## src/rtl/minized_button_debounce_pkg.sv

```systemverilog
// Shared types for the MiniZed push-button debouncer.
package minized_button_pkg;

  typedef enum logic [1:0] {
    RELEASED,
    WAIT_PRESS,
    PRESSED,
    WAIT_RELEASE
  } button_state_t;

  // The debounced level is high whenever the accepted state is "pressed".
  function automatic logic is_pressed_state(button_state_t s);
    return (s == PRESSED) || (s == WAIT_RELEASE);
  endfunction

endpackage

```

## src/rtl/minized_button_debounce_if.sv

```systemverilog
// Button-side signal bundle: raw pin and counter clear in, debounced events out.
interface minized_button_debounce_if #(
  parameter int COUNT_WIDTH = 8
);
  logic                   button_in;
  logic                   count_clear;
  logic                   button_level;
  logic                   press_pulse;
  logic                   release_pulse;
  logic                   long_press_pulse;
  logic [COUNT_WIDTH-1:0] press_count;

  modport master (
    output button_in, count_clear,
    input  button_level, press_pulse, release_pulse, long_press_pulse, press_count
  );

  modport slave (
    input  button_in, count_clear,
    output button_level, press_pulse, release_pulse, long_press_pulse, press_count
  );
endinterface

```

## src/rtl/minized_button_debounce_sync_bit.sv

```systemverilog
// Multi-flop synchronizer for one asynchronous input; reset value is chosen by the
// caller so that leaving reset does not look like an input edge.
module sync_bit #(
  parameter int   SYNC_STAGES = 2,
  parameter logic RESET_VALUE = 1'b0
) (
  input  logic clk,
  input  logic rst,
  input  logic d,
  output logic q
);

  (* ASYNC_REG = "TRUE" *) logic [SYNC_STAGES-1:0] sync_q;

  // NOTE: registered state is always updated with non-blocking assignments.
  always_ff @(posedge clk or posedge rst) begin
    if (rst) sync_q <= {SYNC_STAGES{RESET_VALUE}};
    else     sync_q <= {sync_q[SYNC_STAGES-2:0], d};
  end

  assign q = sync_q[SYNC_STAGES-1];

endmodule

```

## src/rtl/minized_button_debounce.sv

```systemverilog
// Push-button debouncer: synchronizer, 4-state debounce FSM, long-press detection
// and a wrapping press counter, all in the clk domain.
module minized_button_debounce
  import minized_button_pkg::*;
#(
  parameter int   SYNC_STAGES       = 2,
  parameter int   DEBOUNCE_CYCLES   = 1_000_000,
  parameter int   LONG_PRESS_CYCLES = 100_000_000,
  parameter logic ACTIVE_LOW        = 1'b1,
  parameter int   COUNT_WIDTH       = 8
) (
  input logic                      clk,
  input logic                      rst,
  minized_button_debounce_if.slave bus
);

  localparam int DB_W   = $clog2(DEBOUNCE_CYCLES + 1);
  localparam int HOLD_W = $clog2(LONG_PRESS_CYCLES + 1);

  localparam logic [DB_W-1:0]   DB_LAST   = DB_W'(DEBOUNCE_CYCLES - 1);
  localparam logic [HOLD_W-1:0] HOLD_MAX  = HOLD_W'(LONG_PRESS_CYCLES);
  // Long press fires on the increment that takes hold_timer to LONG_PRESS_CYCLES-1.
  localparam logic [HOLD_W-1:0] HOLD_FIRE = HOLD_W'(LONG_PRESS_CYCLES - 2);

  logic sync_out;
  logic pressed;

  button_state_t          state_q, state_d;
  logic [DB_W-1:0]        timer_q, timer_d;
  logic [HOLD_W-1:0]      hold_q, hold_d;
  logic                   level_q;
  logic                   press_q, press_d;
  logic                   release_q, release_d;
  logic                   long_q, long_d;
  logic [COUNT_WIDTH-1:0] count_q;

  // Reset loads the released pin level so reset exit never produces an edge.
  sync_bit #(
    .SYNC_STAGES (SYNC_STAGES),
    .RESET_VALUE (ACTIVE_LOW)
  ) u_sync (
    .clk (clk),
    .rst (rst),
    .d   (bus.button_in),
    .q   (sync_out)
  );

  assign pressed = sync_out ^ ACTIVE_LOW;

  // NOTE: every signal gets a default before the case so no path infers a latch.
  always_comb begin
    state_d   = state_q;
    timer_d   = timer_q;
    hold_d    = hold_q;
    press_d   = 1'b0;
    release_d = 1'b0;
    long_d    = 1'b0;
    unique case (state_q)
      RELEASED: begin
        if (pressed) begin
          state_d = WAIT_PRESS;
          timer_d = DB_W'(1);
        end
      end
      WAIT_PRESS: begin
        if (!pressed) begin
          state_d = RELEASED;
          timer_d = '0;
        end else if (timer_q == DB_LAST) begin
          state_d = PRESSED;
          timer_d = '0;
          hold_d  = '0;
          press_d = 1'b1;
        end else begin
          timer_d = timer_q + 1'b1;
        end
      end
      PRESSED: begin
        if (!pressed) begin
          state_d = WAIT_RELEASE;
          timer_d = DB_W'(1);
        end else if (hold_q != HOLD_MAX) begin
          hold_d = hold_q + 1'b1;
          long_d = (hold_q == HOLD_FIRE);
        end
      end
      WAIT_RELEASE: begin
        // A bounce back to pressed keeps hold_q, so a long press cannot re-fire.
        if (pressed) begin
          state_d = PRESSED;
          timer_d = '0;
        end else if (timer_q == DB_LAST) begin
          state_d   = RELEASED;
          timer_d   = '0;
          release_d = 1'b1;
        end else begin
          timer_d = timer_q + 1'b1;
        end
      end
      default: state_d = RELEASED;
    endcase
  end

  always_ff @(posedge clk or posedge rst) begin
    if (rst) begin
      state_q   <= RELEASED;
      timer_q   <= '0;
      hold_q    <= '0;
      level_q   <= 1'b0;
      press_q   <= 1'b0;
      release_q <= 1'b0;
      long_q    <= 1'b0;
    end else begin
      state_q   <= state_d;
      timer_q   <= timer_d;
      hold_q    <= hold_d;
      level_q   <= is_pressed_state(state_d);
      press_q   <= press_d;
      release_q <= release_d;
      long_q    <= long_d;
    end
  end

  // The counter follows the visible press_pulse, so a clear in that same cycle yields 1.
  always_ff @(posedge clk or posedge rst) begin
    if (rst)                  count_q <= '0;
    else if (bus.count_clear) count_q <= press_q ? COUNT_WIDTH'(1) : '0;
    else if (press_q)         count_q <= count_q + 1'b1;
  end

  assign bus.button_level     = level_q;
  assign bus.press_pulse      = press_q;
  assign bus.release_pulse    = release_q;
  assign bus.long_press_pulse = long_q;
  assign bus.press_count      = count_q;

endmodule
```

## src/flat_wrapper.sv

```systemverilog
// flat-port wrapper written by rule: the top's interface ports become plain ports
module minized_button_debounce_flat import minized_button_pkg::*;
#(
  parameter int   SYNC_STAGES       = 2,
  parameter int   DEBOUNCE_CYCLES   = 1_000_000,
  parameter int   LONG_PRESS_CYCLES = 100_000_000,
  parameter logic ACTIVE_LOW        = 1'b1,
  parameter int   COUNT_WIDTH       = 8
)
  (clk, rst, bus_button_in, bus_count_clear, bus_button_level, bus_press_pulse, bus_release_pulse, bus_long_press_pulse, bus_press_count);
  minized_button_debounce_if #(.COUNT_WIDTH(COUNT_WIDTH)) bus_i ();
  input logic clk;
  input logic rst;
  input wire logic [$bits(bus_i.button_in)-1:0] bus_button_in;
  input wire logic [$bits(bus_i.count_clear)-1:0] bus_count_clear;
  output wire logic [$bits(bus_i.button_level)-1:0] bus_button_level;
  output wire logic [$bits(bus_i.press_pulse)-1:0] bus_press_pulse;
  output wire logic [$bits(bus_i.release_pulse)-1:0] bus_release_pulse;
  output wire logic [$bits(bus_i.long_press_pulse)-1:0] bus_long_press_pulse;
  output wire logic [$bits(bus_i.press_count)-1:0] bus_press_count;
  assign bus_i.button_in = bus_button_in;
  assign bus_i.count_clear = bus_count_clear;
  assign bus_button_level = bus_i.button_level;
  assign bus_press_pulse = bus_i.press_pulse;
  assign bus_release_pulse = bus_i.release_pulse;
  assign bus_long_press_pulse = bus_i.long_press_pulse;
  assign bus_press_count = bus_i.press_count;
  minized_button_debounce #(.SYNC_STAGES(SYNC_STAGES), .DEBOUNCE_CYCLES(DEBOUNCE_CYCLES), .LONG_PRESS_CYCLES(LONG_PRESS_CYCLES), .ACTIVE_LOW(ACTIVE_LOW), .COUNT_WIDTH(COUNT_WIDTH)) u_core (.clk(clk), .rst(rst), .bus(bus_i));
endmodule
```

## config.mk

```make
export PLATFORM = sky130hd
export DESIGN_NAME = minized_button_debounce_flat
export DESIGN_NICKNAME = d
export VERILOG_FILES = /design/src/rtl/minized_button_debounce_pkg.sv /design/src/rtl/minized_button_debounce_if.sv /design/src/rtl/minized_button_debounce_sync_bit.sv /design/src/rtl/minized_button_debounce.sv /design/src/flat_wrapper.sv
export SDC_FILE = /design/constraint.sdc
export NUM_CORES = 1
export LEC_CHECK = 0
export CAP_MARGIN = 20
export CELL_PAD_IN_SITES_DETAIL_PLACEMENT = 1
export CELL_PAD_IN_SITES_GLOBAL_PLACEMENT = 1
export CORE_MARGIN = 3
export CORE_UTILIZATION = 50
export DETAILED_ROUTE_END_ITERATION = 16
export DONT_BUFFER_PORTS = 1
export GPL_TIMING_DRIVEN = 0
export PLACE_DENSITY_LB_ADDON = 0.12
export SLEW_MARGIN = 5
export SYNTH_ARGS = -nofsm -noshare
export SYNTH_HDL_FRONTEND = slang
export SYNTH_HIERARCHICAL = 1
export SYNTH_SLANG_ARGS = --single-unit
```

## constraint.sdc

```tcl
create_clock -name clk -period 5.1 [get_ports clk]
set_input_delay 0.51 -clock clk [delete_from_list [all_inputs] [get_ports clk]]
set_output_delay 0.51 -clock clk [all_outputs]
set_load 0.1 [all_outputs]
```

==> flow_summary.yaml, run 1 <==
sta:
  layout_min_cycle_time_ns: 2.84
  fmax_ghz: 0.353
  setup_violations: 0
  slew_violations: 0
  grt_setup_unrepaired: "false"
  fin_setup_tns_ns: 0
  tightest_slew_ns: 1.10
  fin_crit_sh_pct: 55.6
  relSlewSlack_pct: 26.8
  finalHoldViolations: 0
  fin_skew_ns: 0.0137
power:
  p_sw_w: 0.000223
  p_seq_share_pct: 49.8
  powerDensity_mw_per_mm2: 277
  internal-power_w: 0.000781
  pwr-share-clk_pct: 47.2
  switching_share_pct: 22.2
  leakage_nw: 1.59
  comb_power_share_pct: 3.0
  ir_drop_uv: 197
  finalPower_w: 0.00100
global_routing:
  antenna_found_initial: 0
  track_usage_pct: 23.6
  grt_max_degree: 41
  grt.overflow.total: 0
  grt_first_pass_wirelength_um: 13900
  grt_pass1_vias: 2824
floorplan:
  fp.dieW_um: 87.1
  ios: 16
  start_util_pct: 53.7
  fp-row-count: 28
  die_area_sq_mm: 0.00759
  core_area_sq_mm: 0.00613
  fp.dieH_um: 87.1
synthesis:
  synth_cell_types: 47
  syn_nets: 356
  postSynthCellCount: 347
  netlist_area_sq_mm: 0.00329
  synth-seq-area-share_pct: 47.2
  yosys_register_bits: 62
  synth_top_area_share_pct: 45.6
  yosys.area.top_type: "dfrtp_1"
  yosys_most_used_dff: "dfrtp_1"
  synth_edf_count: 0
  synth_area_leaders: "dfrtp_1, xor2_1, nor2_1"
  syn_avg_cell_area_sq_um: 9.49
  async_reset_ff_share_pct: 100
  yosysWarningCount: 6
place:
  numPortBuffers: 0
  place_congestion: 0.837
  hpwl_um: 5530
clock_network:
  cts_tree: "built"
  clock_latency_ns: 0.35
  postCtsSetupBuffers: 0
  clockBufferDepth: 2
  cts.sinks: 62
  cts_buffers: 9
  path_clk_slew_ns: 0.08
  cts_root_buffer: "clkbuf_8"
  htreeDepth: 3
  cts_hold_buf: 0
  cts.repair.resized: 0
worst_setup_path:
  path_class: "reg2reg"
  cp.arrival_ns: 3.09
  cp-end-kind: "register"
  cp_max_fo: 10
  worstPathRequired_ns: 5.36
  startpoint_type: "register"
layout:
  final_cell_mix: "dfrtp_1, nor2_1, xor2_1"
  synthToLayoutAreaGrowth_pct: 9.96
  antenna_cells: 0
  drive_gt1_share_pct: 8.24
  fin_nets: 368
  final_common_cell: "dfrtp_1"
flow_run:
  maxCapViolCount: 0
detailed_routing:
  dr.pass1.iters: 4
  vias: 2657
  drc: 0
  ant_nets: 0
  drt-vias-per-instance: 6.05
  routed_wirelength_um: 7980
  wl_per_cell_um: 18.2
  drt_iter0_drc: 97
worst_hold_path:
  hp-class: "in2async"
status:
  outcome: "finished, final reports clean"
-- synth_stat cells, types with 3 or more instances --
master,count
xor2_1,28
o211ai_1,3
nand3_1,17
nand2_1,27
or3_1,9
and3_1,13
and4_1,5
nor3_1,6
or4b_1,3
a22o_1,3
dfrtp_1,60
clkbuf_1,9
a21oi_1,9
mux2i_1,3
o21ai_0,14
nand2b_1,4
and2_1,4
ha_1,5
nand4_1,23
inv_1,10
xnor2_1,8
nor2_1,49
-- layer usage --
metal | global-route usage, % | routed length [um] | vias to the layer above
met1 | 31.6 | 3640 | 1347
met5 | 0 | 0 | -
met3 | 5.39 | 269 | 11
met4 | 8.23 | 111 | 0
met2 | 37.8 | 3960 | 47
li1 | - | - | 1252
-- through the flow --
stage                     setup WS (ns)  utilization [%]  hold slack [ns]  instance area [sq um]  cells
after floorplan                    2.63                -            0.345                   3290    347
after global placement             2.38             55.2            0.350                   3390    422
after detailed placement           2.31             55.6            0.352                   3410    423
after CTS                          2.29             59.0           0.0550                   3620    439
after global routing               2.05             59.0           0.0546                   3620    439
final                              2.26             59.0           0.0542                   3620    439
-- power by group through the flow --
stage	clock, W	sequential, W	combinational, W
floorplan	0	0.000508	0.0000209
global placement	0	0.000509	0.0000276
detailed placement	0	0.000509	0.0000309
CTS	0.000485	0.000500	0.0000311
global route	0.000511	0.000500	0.0000347
finish	0.000474	0.000500	0.0000302
-- worst max-delay path: stages (launching register included) --
cell      delay [ns]
dfrtp_1         1.07
xnor2_1         0.30
nand2_1         0.18
a21oi_2         0.45
clkbuf_1        0.45
o211ai_1        0.17
o211ai_1        0.13
-- path summary, 6_finish.rpt --
kind	startpoint	end	slack (ns)	depth (start not counted)
max	u_core/bus.button_level$_DFF_PP0_	u_core/timer_q[17]$_DFFE_PP0P_	2.26	6
min	rst	u_core/hold_q[8]$_DFFE_PP0P_	0.05	1
max reg2reg	u_core/bus.button_level$_DFF_PP0_	u_core/timer_q[17]$_DFFE_PP0P_	2.26	6
min reg2reg	u_core/u_sync/sync_q[0]$_DFF_PP1_	u_core/u_sync/sync_q[1]$_DFF_PP1_	0.36	0
max in group asynchronous	rst	u_core/hold_q[25]$_DFFE_PP0P_	4.46	2
min in group clk	bus_button_in	u_core/u_sync/sync_q[0]$_DFF_PP1_	0.17	0
-- cell families after synthesis --
family / Yosys count / share of synthesized area (%)
xor gates and xnor gates: 36 / 9.58
buffers and inverters: 22 / 2.70
AOI/OAI and AO/OA: 38 / 7.26
DFF: 62 / 47.2
and+or+nand+nor: 179 / 29.8
adders and majority gates: 5 / 1.90
muxes: 5 / 1.60
-- layout make-up --
type | count | area, sq um
inverter | 10 | 37.5
timing repair buffer | 1 | 20.0
tap | 75 | 93.8
buffer | 12 | 51.3
sequential | 62 | 1550
clock buffer | 11 | 131
fill | 685 | 2510
multi-input combinational | 263 | 1650
clock inverter | 5 | 82.6
-- registers in the layout (all words and copies together) (netlist names) --
signal / cells
u_core/bus.press_count: 8
u_core/bus.release_pulse: 1
u_core/hold_q: 27
u_core/bus.press_pulse: 1
u_core/timer_q: 20
u_core/u_sync/sync_q: 2
u_core/bus.long_press_pulse: 1
u_core/state_q: 1
u_core/bus.button_level: 1
No activity file was read; power rests on OpenSTA's default activity.
==> run 2: changes to the inputs <==
CORE_UTILIZATION = 45   (was 50)
clock period = 2.28 ns   (was 5.1 ns; I/O delays follow)
==> flow_summary.yaml, run 2 (synthesis gave the netlist of run 1 again) <==
status:
  outcome: "finished, violations left"
  violations: "setup timing"
sta:
  slew_violations: 0
  relSlewSlack_pct: 31.4
  grt_setup_unrepaired: "true"
  tightest_slew_ns: 1.03
  setup_violations: 1
  fin_setup_tns_ns: -0.0118
  fin_ws_ns: -0.0118
  finalHoldViolations: 0
  fmax_ghz: 0.436
  fin_skew_ns: 0.0109
  layout_min_cycle_time_ns: 2.29
  fin_hold_ws_ns: 0.259
  fin_crit_sh_pct: 101
floorplan:
  fp.dieH_um: 91.5
  fp-row-count: 30
  core_area_sq_mm: 0.00694
  start_util_pct: 47.4
  die_area_sq_mm: 0.00838
  ios: 16
  fp.dieW_um: 91.5
worst_setup_path:
  cp.arrival_ns: 2.51
  path_class: "reg2reg"
  startpoint_type: "register"
  cp_max_fo: 6
  worstPathRequired_ns: 2.50
  cp-end-kind: "register"
global_routing:
  antenna_found_initial: 0
  track_usage_pct: 20.5
  met3_usage_pct: 5.05
  grt_use_met1_pct: 24.0
  grt_first_pass_wirelength_um: 13800
  use_met2_pct: 36.5
  grt_pass1_vias: 2827
  grt_max_degree: 36
  grt-busiest-layer: "met2"
  grt.overflow.total: 0
detailed_routing:
  routed_wirelength_um: 8020
  vias: 2626
  dr.pass1.iters: 4
  drc: 0
  drt-vias-per-instance: 5.61
  wl_per_cell_um: 17.1
  ant_nets: 0
  drt_iter0_drc: 115
place:
  place_congestion: 0.771
  numPortBuffers: 0
  place_area_sq_mm: 0.00343
  hpwl_um: 5460
clock_network:
  clockBufferDepth: 2
  cts_tree: "built"
  clock_latency_ns: 0.34
  htreeDepth: 3
  cts_buffers: 9
  cts_root_buffer: "clkbuf_8"
  cts.sinks: 62
  path_clk_slew_ns: 0.07
layout:
  final_cell_mix: "dfrtp_1, nor2_1, xor2_1"
  regMostFlops: "u_core/hold_q"
  fin_nets: 377
  largest_register_ff_count: 27
  antenna_cells: 0
  layout.filler_cells: 787
  synthToLayoutAreaGrowth_pct: 14.6
  drive_gt1_share_pct: 12.9
  fin_area_sq_mm: 0.00377
  final_common_cell: "dfrtp_1"
flow_run:
  maxCapViolCount: 0
power:
  p_sw_w: 0.000462
  ir_drop_uv: 317
  powerDensity_mw_per_mm2: 541
  pwr-share-clk_pct: 41.6
  comb_power_share_pct: 3.6
  p_seq_share_pct: 54.8
  leakage_nw: 1.65
  finalPower_w: 0.00204
  internal-power_w: 0.00158
  switching_share_pct: 22.6
worst_hold_path:
  hp-class: "in2reg"
## run 2: cell types whose count changed in the layout (fill, tap and decap cells not counted), moves of 3 or more
cell     before  now
buf_6         0    4
dfrtp_2       0    3
buf_4         1    6
dfrtp_1      60   56
## run 2: cell type report
type / count / area [sq um] / area share [%]
buffer: 12 / 70.1 / 1.86
clock buffer: 14 / 163 / 4.31
clock inverter: 1 / 5.00 / 0.133
inverter: 10 / 37.5 / 0.995
multi-input combinational: 263 / 1720 / 45.6
sequential: 62 / 1560 / 41.4
tap: 96 / 120 / 3.18
timing repair buffer: 10 / 96.3 / 2.55
## run 2: what timing repair did
action | 4_1_cts | 5_1_grt
hold endpoints to repair | 28 | 0
gates resized for setup | 8 | 18
setup buffers | 1 | 6
cloned | 0 | 1
hold buffers | 2 | 0
pin swaps | 2 | 5
setup endpoints to repair | 33 | 35
## run 2: power by group through the flow
stage	sequential, W	combinational, W	clock, W
6_report	0.00112	0.0000733	0.000849
2_1_floorplan	0.00114	0.0000469	0
5_1_grt	0.00112	0.0000842	0.000925
3_3_place_gp	0.00114	0.0000629	0
3_5_place_dp	0.00114	0.0000694	0
4_1_cts	0.00112	0.0000735	0.000875
## run 2: path summary, 6_finish.rpt
| check | start | to | slack [ns] | depth (start not counted) |
|---|---|---|---|---|
| max in group asynchronous | rst | u_core/hold_q[0]$_DFFE_PP0P_ | 1.25 | 3 |
| hold reg to reg | u_core/u_sync/sync_q[0]$_DFF_PP1_ | u_core/u_sync/sync_q[1]$_DFF_PP1_ | 0.36 | 0 |
| setup / recovery | u_core/hold_q[0]$_DFFE_PP0P_ | u_core/hold_q[1]$_DFFE_PP0P_ | -0.01 | 6 |
| min in group asynchronous | rst | u_core/u_sync/sync_q[0]$_DFF_PP1_ | 0.39 | 2 |
| hold / removal | bus_count_clear | u_core/bus.press_count[3]$_DFFE_PP0P_ | 0.26 | 2 |
| setup reg to reg | u_core/hold_q[0]$_DFFE_PP0P_ | u_core/hold_q[1]$_DFFE_PP0P_ | -0.01 | 6 |
## run 2: layer usage
metal / wire [um] / vias to the layer above
met5: 0 / -
met4: 99 / 0
met3: 169 / 7
met2: 4200 / 22
met1: 3540 / 1326
li1: - / 1271
## run 2: metrics by stage
step           util [%]  std cells  setup slack [ns]
3_5_place_dp       49.4        444            -0.360
6_report           54.3        468           -0.0118
5_1_grt            54.3        468            -0.112
4_1_cts            52.7        462           -0.0288
3_3_place_gp       49.2        443            -0.358
2_1_floorplan         -        347             0.124
## run 2: worst max-delay path: stages (launching register included)
cell     delay (ns)
dfrtp_2        0.44
inv_1          0.09
ha_1           0.16
or4b_1         0.45
or4_4          0.50
o21ai_4        0.20
mux2_1         0.34
